`src/rtl/div_unit.sv`:
```
// div_unit: sequential restoring divider for div/divu.
// Quotient goes to lo_out, remainder goes to hi_out. Signed operations divide
// magnitudes and then fix the signs: the quotient truncates toward zero and
// the remainder takes the sign of the dividend. A zero divisor skips the
// iterations, raises div_zero and leaves hi_out/lo_out untouched.
module div_unit #(
    parameter int WIDTH = 32,
    parameter int CNT_W = 6
) (
    input  logic             clk,
    input  logic             reset,
    input  logic             start,
    input  logic             div_signed,
    input  logic [WIDTH-1:0] dividend,
    input  logic [WIDTH-1:0] divisor,
    output logic             busy,
    output logic             done,
    output logic             div_zero,
    output logic [WIDTH-1:0] hi_out,
    output logic [WIDTH-1:0] lo_out
);

    localparam logic [1:0] ST_IDLE = 2'd0;
    localparam logic [1:0] ST_RUN  = 2'd1;
    localparam logic [1:0] ST_FIX  = 2'd2;
    localparam logic [1:0] ST_ZERO = 2'd3;

    // Counter value of the final quotient-bit iteration.
    localparam logic [CNT_W-1:0] CNT_LAST = CNT_W'(WIDTH - 1);
    localparam logic [WIDTH-1:0] ONE_W    = {{(WIDTH-1){1'b0}}, 1'b1};

    // Two's-complement negation.
    function automatic logic [WIDTH-1:0] twos_neg(input logic [WIDTH-1:0] v);
        return ~v + ONE_W;
    endfunction

    // Absolute value when the operand is treated as signed, raw value otherwise.
    function automatic logic [WIDTH-1:0] magnitude(input logic [WIDTH-1:0] v,
                                                   input logic             sgn);
        if (sgn && v[WIDTH-1]) begin
            return twos_neg(v);
        end else begin
            return v;
        end
    endfunction

    logic [1:0]       state_q,    state_d;
    logic [CNT_W-1:0] cnt_q,      cnt_d;
    logic [WIDTH-1:0] rem_q,      rem_d;
    logic [WIDTH-1:0] quo_q,      quo_d;
    logic [WIDTH-1:0] dvs_q,      dvs_d;
    logic             neg_quo_q,  neg_quo_d;
    logic             neg_rem_q,  neg_rem_d;
    logic             busy_q,     busy_d;
    logic             done_q,     done_d;
    logic             div_zero_q, div_zero_d;
    logic [WIDTH-1:0] hi_q,       hi_d;
    logic [WIDTH-1:0] lo_q,       lo_d;

    logic [WIDTH:0]   rem_shift_s;
    logic [WIDTH:0]   trial_s;
    logic             trial_ok_s;

    // One restoring step: shift the next dividend bit into the remainder and trial-subtract.
    always_comb begin
        rem_shift_s = {rem_q, quo_q[WIDTH-1]};
        trial_s     = rem_shift_s - {1'b0, dvs_q};
        trial_ok_s  = ~trial_s[WIDTH];
    end

    // Next-state and datapath update for the IDLE/RUN/FIX/ZERO sequence.
    always_comb begin
        state_d    = state_q;
        cnt_d      = cnt_q;
        rem_d      = rem_q;
        quo_d      = quo_q;
        dvs_d      = dvs_q;
        neg_quo_d  = neg_quo_q;
        neg_rem_d  = neg_rem_q;
        busy_d     = busy_q;
        done_d     = 1'b0;
        div_zero_d = div_zero_q;
        hi_d       = hi_q;
        lo_d       = lo_q;

        case (state_q)
            ST_IDLE: begin
                if (start) begin
                    neg_quo_d  = div_signed & (dividend[WIDTH-1] ^ divisor[WIDTH-1]);
                    neg_rem_d  = div_signed & dividend[WIDTH-1];
                    quo_d      = magnitude(dividend, div_signed);
                    dvs_d      = magnitude(divisor, div_signed);
                    rem_d      = {WIDTH{1'b0}};
                    cnt_d      = {CNT_W{1'b0}};
                    div_zero_d = 1'b0;
                    busy_d     = 1'b1;
                    if (divisor == {WIDTH{1'b0}}) begin
                        state_d = ST_ZERO;
                    end else begin
                        state_d = ST_RUN;
                    end
                end else begin
                    state_d = ST_IDLE;
                end
            end
            ST_RUN: begin
                if (trial_ok_s) begin
                    rem_d = trial_s[WIDTH-1:0];
                end else begin
                    // A failed trial implies the shifted remainder's top bit was clear.
                    rem_d = rem_shift_s[WIDTH-1:0];
                end
                quo_d = {quo_q[WIDTH-2:0], trial_ok_s};
                cnt_d = cnt_q + {{(CNT_W-1){1'b0}}, 1'b1};
                if (cnt_q == CNT_LAST) begin
                    state_d = ST_FIX;
                end else begin
                    state_d = ST_RUN;
                end
            end
            ST_FIX: begin
                // -2^(WIDTH-1) / -1 lands here with neg_quo clear, so the magnitude passes through.
                if (neg_quo_q) begin
                    lo_d = twos_neg(quo_q);
                end else begin
                    lo_d = quo_q;
                end
                if (neg_rem_q) begin
                    hi_d = twos_neg(rem_q);
                end else begin
                    hi_d = rem_q;
                end
                done_d  = 1'b1;
                busy_d  = 1'b0;
                state_d = ST_IDLE;
            end
            ST_ZERO: begin
                done_d     = 1'b1;
                div_zero_d = 1'b1;
                busy_d     = 1'b0;
                state_d    = ST_IDLE;
            end
            default: begin
                busy_d  = 1'b0;
                state_d = ST_IDLE;
            end
        endcase
    end

    // State registers with synchronous active-low reset that aborts any operation.
    always_ff @(posedge clk) begin
        if (!reset) begin
            state_q    <= ST_IDLE;
            cnt_q      <= {CNT_W{1'b0}};
            rem_q      <= {WIDTH{1'b0}};
            quo_q      <= {WIDTH{1'b0}};
            dvs_q      <= {WIDTH{1'b0}};
            neg_quo_q  <= 1'b0;
            neg_rem_q  <= 1'b0;
            busy_q     <= 1'b0;
            done_q     <= 1'b0;
            div_zero_q <= 1'b0;
            hi_q       <= {WIDTH{1'b0}};
            lo_q       <= {WIDTH{1'b0}};
        end else begin
            state_q    <= state_d;
            cnt_q      <= cnt_d;
            rem_q      <= rem_d;
            quo_q      <= quo_d;
            dvs_q      <= dvs_d;
            neg_quo_q  <= neg_quo_d;
            neg_rem_q  <= neg_rem_d;
            busy_q     <= busy_d;
            done_q     <= done_d;
            div_zero_q <= div_zero_d;
            hi_q       <= hi_d;
            lo_q       <= lo_d;
        end
    end

    assign busy     = busy_q;
    assign done     = done_q;
    assign div_zero = div_zero_q;
    assign hi_out   = hi_q;
    assign lo_out   = lo_q;

endmodule

```
`config.mk`:
```
export PLATFORM = sky130hd
export DESIGN_NAME = div_unit
export DESIGN_NICKNAME = d
export VERILOG_FILES = /design/src/rtl/div_unit.sv
export SDC_FILE = /design/constraint.sdc
export NUM_CORES = 1
export LEC_CHECK = 0
export CORE_MARGIN = 2
export CORE_UTILIZATION = 35
export CTS_BUF_LIST = sky130_fd_sc_hd__clkbuf_16
export CTS_CLUSTER_DIAMETER = 100
export DETAILED_ROUTE_END_ITERATION = 8
export GPL_ROUTABILITY_DRIVEN = 0
export MAX_ROUTING_LAYER = met4
export SYNTH_ARGS = -nofsm -noshare
export SYNTH_HDL_FRONTEND = slang
export SYNTH_SLANG_ARGS = --single-unit
```
`constraint.sdc`:
```
create_clock -name clk -period 7.5 [get_ports clk]
set_input_delay 2.25 -clock clk [delete_from_list [all_inputs] [get_ports clk]]
set_output_delay 2.25 -clock clk [all_outputs]
set_load 0.02 [all_outputs]
```
==> Word-level counts from Yosys, hierarchy flattened <==
Index checks and enable logic that the tools add are counted.
{ "word_totals": {"reg_bits": 173, "inputBits": 68, "word_cells": 63} }
{ "op_classes": {"addsub": 6, "n_eq_ne": 5, "muxes": 20, "n_bitwise": 8, "reduce_logical": 12} }
{ "ops": {"columns": ["operator", "n"], "rows": [
  ["$mux 32", 7],
  ["$add 32x1->32 const B", 4],
  ["$not 32->32", 4],
  ["$pmux 32 s2", 2],
  ["$sub 33x32->33", 1],
  ["$logic_not 32->1", 1],
  ["$pmux 6 s2", 1],
  ["$reduce_and 2->1", 4],
  ["$add 6x1->6 const B", 1],
  ["$eq 6x5->1 const B", 1],
  ["$mux 2", 3],
  ["$mux 6", 1],
  ["$pmux 2 s3", 1],
  ["$reduce_bool 2->1", 3],
  ["$eq 2x2->1 const B", 2],
  ["$pmux 1 s2", 2],
  ["$mux 1", 3],
  ["$and 1x1->1", 2],
  ["$eq 2x1->1 const B", 1],
  ["$logic_and 1x1->1", 2],
  ["$logic_not 2->1", 1],
  ["$ne 2x2->1 const B", 1],
  ["$reduce_or 2->1", 1],
  ["$not 1->1", 1],
  ["$xor 1x1->1", 1]
]} }

==> Depth between registers and ports, before layout <==
Gate-level depths: netlist (run 1).
{ "logic_depth": {"word_depth": 5, "depth_mapped": 13, "mapped_depth_nobuf": 12} }

==> Least setup slack after synthesis (run 1) <==
No wires, ideal clock.
{ "synth_timing": {"path_kind": "input port to flip-flop", "startpoint": "in divisor[10]", "endpoint": "reg dvs_q[27]", "setup_time_ns": 0.133, "t_arrival_ns": 4.510, "t_required_ns": 7.367, "setup_slack_ns": 2.858, "stages": 8, "path_cell_list": "or4_1 or3_1 nor4b_2 nand3b_1 or4_1 o31ai_1 xor2_1 a21oi_1"} }
{ "synth_between": {"elab_chain_len": 3} }
{ "synth_rtl": {"columns": ["element", "line_no", "text"], "rows": [
  ["start, declared", "15", "input logic [WIDTH-1:0] divisor,"],
  ["$not 32->32", "34", "return ~v + ONE_W;"],
  ["$add 32x1->32", "34", null],
  ["$mux 32", "40", "if (sgn && v[WIDTH-1]) begin"],
  ["end signal, assigned", "157", "dvs_q <= {WIDTH{1'b0}};"],
  ["end signal, assigned", "170", "dvs_q <= dvs_d;"],
  ["end, declared", "51", "logic [WIDTH-1:0] dvs_q, dvs_d;"]
]} }
Every way passes these cells.
A chain may end at the register's enable or synchronous reset.

==> Final worst setup path (run 1) <==
{ "layout_timing": {"startpoint": "in divisor[2]", "endpoint": "reg dvs_q[27]"} }
The elaborated chain is that of the path after synthesis.

==> impl_metrics.toml, run 1 <==
[floorplanning]
die-area_mm2 = 0.0321
coreArea_mm2 = 0.0304
pin_count = 135
die_w_um = 179
die_h_um = 179
rows = 64
start_util_pct = 35.3

[synth]
synth_area_mm2 = 0.0107
yosysWarnings = 0
synthDistinctLibCells = 69
yosysSeqAreaShare_pct = 32.3
avgSynthCellArea_um2 = 8.09
yosysMostFrequentCell = "dfxtp_1"
ys_dominant_reg_cell = "dfxtp_1"
synth-seq-cells = 173
synth_cells = 1327
synth_largest_area_cell = "dfxtp_1"
syn_nets = 1433
netlist.area_leader.share_pct = 32.3
synthTopCellsByCount = "dfxtp_1, nor2_1, nand2_1"
synth-edff-count = 0
synth_area_leaders = "dfxtp_1, xor2_1, a211oi_1"
async_flop_share_pct = 0

[sta]
fin_skew_ns = 0.0144
fmax_mhz = 199
finalHoldViolCount = 0
min_period_ns = 5.02
tightestPinTransition_ns = 1.09
finalSetupViolations = 0
finalCritPeriodShare_pct = 67.0
tns_ns = 0
slew_headroom_pct = 27.3
maxSlewViolCount = 0
grt_setup_unrepaired = "no"

[power_and_ir_drop]
p_seq_share_pct = 40.6
pwr-share-comb_pct = 22.1
sw_frac_of_total_pct = 30.3
intPower_mw = 1.71
p_leak_nw = 4.94
vdd_drop_max_mv = 0.158
p_sw_uw = 743
p_clk_share_pct = 37.3
power_density_mw_per_mm2 = 190

[hold_path]
hold_start = "hi_out[30]"
hold_path_class = "reg2reg"
holdPathEnd = "hi_out[30]"
hold_path_depth = 2

[cells_and_area]
multi_input_area_mm2 = 0.00676
syn_to_final_growth_pct = 20.4
finalNetCount = 1518
final_cells = 1822
drive_gt1_share_pct = 4.63
fin_util_pct = 42.5
seq_area_mm2 = 0.00346
fillCellCount = 3107

[cts]
cts_buffers = 17
cts_tree = "built"
cts_sinks = 173
cts_resized = 0
clkTransAtPathRegs_ns = 0.07
ctsHoldBuffers = 0
post_cts.repair.setup_buffers = 0
cts_max_path_buffers = 2
root_buffer = "clkbuf_16"
clkLatencyLatePin_ns = 0.43
htreeDepth = 4

[drt]
wl_per_cell_um = 16.6
final_antenna_net_count = 0
drt-pass1-iter-count = 6
vias_per_cell = 5.43
drt_wl_total_um = 30300
num_vias = 9901
drc_errors = 0
drt_iter0_markers = 791

[placed_design]
dp.cells = 1789
dp_hpwl_um = 22300
io_buffers = 134

[global_route]
use_met2_pct = 28.4
grt_pass1_wl_um = 48200
grt_remaining_overflow = 0
grt_max_degree = 81
grt_util_met3_pct = 3.12
grtUsageTotal_pct = 19.5
grt_pass1_vias = 8771
grt.busiest_layer = "met2"
antenna_found_initial = 1
met1_usage_pct = 27.6

[flow_run]
drv_cap = 0

[outcome]
outcome = "complete, no violations"

[worst_setup_path]
reg2reg_depth = 13
required_ns = 7.79
start_kind = "input pin"
r2r-start = "rem_q[0]"
r2r_setup_slack_ns = 3.14
cp-end-kind = "flop"
critPathKind = "in2reg"
crit_fanout = 6
arrival_ns = 5.31
r2r-end = "rem_q[29]"
## registers in the layout, indices dropped and copies added, names as in the netlist
name / flops
div_zero: 1
done: 1
rem_q: 32
lo_out: 32
busy: 1
cnt_q: 6
state_q: 2
dvs_q: 32
quo_q: 32
neg_quo_q: 1
hi_out: 32
neg_rem_q: 1
## worst max-delay path, stage by stage
cell             delay (ns)
clkdlybuf4s50_1        0.50
nor4_1                 0.54
nand4_1                0.39
nor4b_2                0.45
nand3b_1               0.16
or4_1                  0.50
o31ai_1                0.26
xor2_1                 0.17
a21oi_1                0.08
## power groups by stage
stage	registers, mW	clock network [mW]	logic [mW]
finish	0.996	0.914	0.542
global route	1.00	0.973	0.600
CTS	0.995	0.935	0.541
detailed placement	1.02	0	0.538
global placement	1.01	0	0.534
floorplan	1.00	0	0.391
## final cells by class
class | count | area share, %
clock buffers | 17 | 3.29
inverters | 52 | 1.51
well taps | 396 | 3.83
multi-input cells | 1024 | 52.3
clock inverters | 15 | 1.34
diodes | 1 | 0.0194
repair buffers | 144 | 10.9
flip-flops and latches | 173 | 26.8
## per-layer routing
layer / wire (um) / vias to the layer above / share of wire, %
met5: 0 / - / 0
met4: 726 / 0 / 2.4
met3: 1590 / 33 / 5.3
met2: 13100 / 295 / 43
met1: 14900 / 4570 / 49
li1: - / 5003 / -
## placed cells by master (no fill, tap or decap), drive strengths merged, types with 6 or more instances in the layout
| cell type | count |
|---|---|
| o211ai | 7 |
| and3 | 6 |
| o21ai | 95 |
| clkinv | 7 |
| buf | 11 |
| clkbuf | 17 |
| ha | 37 |
| or3 | 25 |
| a21boi | 10 |
| dfxtp | 173 |
| or4 | 12 |
| nand3 | 26 |
| a21oi | 66 |
| nand2 | 113 |
| nor4 | 8 |
| a21o | 9 |
| mux2i | 25 |
| o31ai | 35 |
| a211oi | 71 |
| clkdlybuf4s50 | 133 |
| nand2b | 12 |
| nand3b | 6 |
| nor2b | 45 |
| o211a | 10 |
| nand4 | 7 |
| o41ai | 9 |
| nor3 | 23 |
| a32oi | 7 |
| nor2 | 135 |
| a311oi | 6 |
| inv | 55 |
| xor2 | 80 |
| xnor2 | 56 |
| a222oi | 30 |
| and2 | 10 |
## stage by stage
stage	hold slack [ns]	setup slack, ns	instance area, um^2	power [mW]
2_1_floorplan	0.436	2.86	10700	1.39
3_3_place_gp	0.449	2.10	12300	1.55
3_5_place_dp	0.449	2.09	12300	1.55
4_1_cts	0.460	2.53	12900	2.47
5_1_grt	0.480	2.16	12900	2.57
6_report	0.457	2.48	12900	2.45
## cells by family (layout without fill, tap and decap cells)
| kind of cell | Yosys count | in the layout | share of synthesized area (%) |
|---|---|---|---|
| and+or+nand+nor | 440 | 440 | 20.0 |
| AOI/OAI and AO/OA | 381 | 381 | 24.5 |
| DFF | 173 | 173 | 32.3 |
| xor gates and xnor gates | 136 | 136 | 11.1 |
| buffers and inverters | 130 | 228 | 4.96 |
| adders and majority gates | 38 | 38 | 4.50 |
| muxes | 29 | 29 | 2.75 |
| other | 0 | 1 | 0 |
## how the worst max path moves through the flow
stage / start / end / cells past startpoint
3_3_place_gp: divisor[2] / dvs_q[27] / 9
6_report: divisor[2] / dvs_q[27] / 9
3_5_place_dp: divisor[2] / dvs_q[27] / 9
4_1_cts: divisor[2] / dvs_q[27] / 9
5_1_grt: dividend[2] / quo_q[30] / 10
2_1_floorplan: divisor[10] / dvs_q[27] / 8
Note: power is estimated with default switching activity, not from simulation.
==> run 2: changes to the inputs <==
==> constraint.sdc (replaced) <==
create_clock -name clk -period 4.65 [get_ports clk]
set_input_delay 1.395 -clock clk [delete_from_list [all_inputs] [get_ports clk]]
set_output_delay 1.395 -clock clk [all_outputs]
set_load 0.02 [all_outputs]
==> run 2 against run 1 <==
Net effect: combinational power increased by 64%; via count increased by 0.55%; clock skew decreased by 0.0012 ns; global-route usage increased by 0.15 points; hold slack got worse by 0.0021 ns; critical path depth unchanged; design area increased by 0.48%; sequential cell count unchanged; routed wire length increased by 0.89%; register-to-register slack got worse by 2.1 ns; critical endpoint unchanged; largest power group unchanged; highest routed layer unchanged.
==> impl_metrics.toml, run 2 (same netlist as run 1, synthesis figures left out) <==
[cts]
ctsHoldBuffers = 0
clkTransAtPathRegs_ns = 0.07
cts_max_path_buffers = 2
clkLatencyLatePin_ns = 0.44
cts_tree = "built"
cts_buffers = 17
root_buffer = "clkbuf_16"
cts_sinks = 173
post_cts.repair.setup_buffers = 0
cts_resized = 0
htreeDepth = 4

[worst_setup_path]
required_ns = 4.97
cp-end-kind = "flop"
crit_fanout = 4
r2r-start = "quo_q[31]"
arrival_ns = 4.41
critPathKind = "in2reg"
r2r-end = "rem_q[24]"
start_kind = "input pin"
crit_slowest_cell = "or4_1"
cp_common_cell = "or4_1"
critical-path-max-stage-delay_ns = 0.65
crit_chain = "clkdlybuf4s50_1 > or4_1 > or3_1 > nor4b_2 > nand3b_1 > or4_1 > o31ai_1 > xor2_1 > a21oi_1"
r2r_setup_slack_ns = 1.01
reg2reg_depth = 15

[sta]
min_period_ns = 4.09
tns_ns = 0
slew_headroom_pct = 23.3
finalHoldViolCount = 0
timing.hold.ws_ns = 0.455
tightestPinTransition_ns = 1.15
finalCritPeriodShare_pct = 88.0
grt_setup_unrepaired = "no"
fin_skew_ns = 0.0132
maxSlewViolCount = 0
finalSetupViolations = 0
fmax_mhz = 244

[drt]
num_vias = 9955
drt_iter0_markers = 703
drt-pass1-iter-count = 7
drc_errors = 0
drt_wl_total_um = 30500
wl_per_cell_um = 16.7
vias_per_cell = 5.43
final_antenna_net_count = 0

[hold_path]
holdPathEnd = "hi_out[30]"
hold_path_class = "reg2reg"
hold_path_depth = 2
hold_start = "hi_out[30]"

[global_route]
grt.busiest_layer = "met2"
grt_max_degree = 76
grt_remaining_overflow = 0
antenna_found_initial = 1
use_met2_pct = 29.4
grt_util_met3_pct = 2.48
grt_pass1_wl_um = 48700
grtUsageTotal_pct = 19.7
met1_usage_pct = 28.0
grt_pass1_vias = 8901

[floorplanning]
die-area_mm2 = 0.0321
coreArea_mm2 = 0.0304
rows = 64
die_w_um = 179
pin_count = 135
start_util_pct = 35.3
die_h_um = 179

[cells_and_area]
finalNetCount = 1529
final_cells = 1832
final_common_cell = "dfxtp_1"
layout_common_cells = "dfxtp_1, nor2_1, clkdlybuf4s50_1"
syn_to_final_growth_pct = 21.0
drive_gt1_share_pct = 5.37
final_area_mm2 = 0.0130

[power_and_ir_drop]
sw_frac_of_total_pct = 31.9
p_seq_share_pct = 41.9
power.total_mw = 3.84
p_leak_nw = 4.98
intPower_mw = 2.62
vdd_drop_max_mv = 0.250
p_sw_mw = 1.22
p_clk_share_pct = 35.0
pwr-share-comb_pct = 23.1
power_density_mw_per_mm2 = 296

[flow_run]
drv_cap = 0

[placed_design]
place_area_mm2 = 0.0124
dp.cells = 1800
io_buffers = 134
dp_hpwl_um = 22900

[outcome]
outcome = "complete, no violations"
run 2: changes by cell type in the layout (fill, tap and decap cells not counted):
cell,before,now
buf_4,10,18
inv_8,1,2
clkinv_1,2,1
bufinv_16,3,0
clkinv_4,3,5
buf_12,0,3
inv_6,1,3
clkinv_2,2,0
run 2: stage by stage:
step,util [%],setup WS (ns)
after floorplan,-,0.863
after global placement,40.9,0.199
after global routing,42.7,0.431
after CTS,42.7,0.580
after detailed placement,40.9,0.129
final,42.7,0.556
run 2: how the worst max path moves through the flow:
stage,end,from
3_3_place_gp,dvs_q[27],divisor[10]
3_5_place_dp,dvs_q[27],divisor[10]
4_1_cts,dvs_q[27],divisor[10]
6_report,dvs_q[27],divisor[10]
2_1_floorplan,dvs_q[27],divisor[10]
5_1_grt,dvs_q[29],divisor[10]
run 2: layout make-up:
cell class	instances	area (um^2)
Inverter	52	195
Sequential cell	173	3460
Clock buffer	17	425
Multi-Input combinational cell	1024	6760
Clock inverter	14	115
Antenna cell	1	2.50
Timing Repair Buffer	155	1530
Fill cell	3103	17400
Tap cell	396	495
run 2: critical path: cells and delay by family:
family | cells | cell delay [ns]
buf+inv | 1 | 0.45
xor+xnor | 1 | 0.19
simple gates | 5 | 2.03
compound gates | 2 | 0.34
run 2: routing by layer:
metal	up-vias	share of wire, %	routed length [um]
met2	280	44	13600
met5	-	0	0
met1	4637	50	15100
met3	23	4.7	1430
li1	5015	-	-
met4	0	1.2	372
run 2: power by group through the flow:
stage | Clock [mW] | Combinational, mW | Sequential, mW
2_1_floorplan | 0 | 0.630 | 1.62
3_3_place_gp | 0 | 0.878 | 1.64
3_5_place_dp | 0 | 0.882 | 1.64
4_1_cts | 1.37 | 0.886 | 1.61
5_1_grt | 1.43 | 0.984 | 1.62
6_report | 1.34 | 0.888 | 1.61
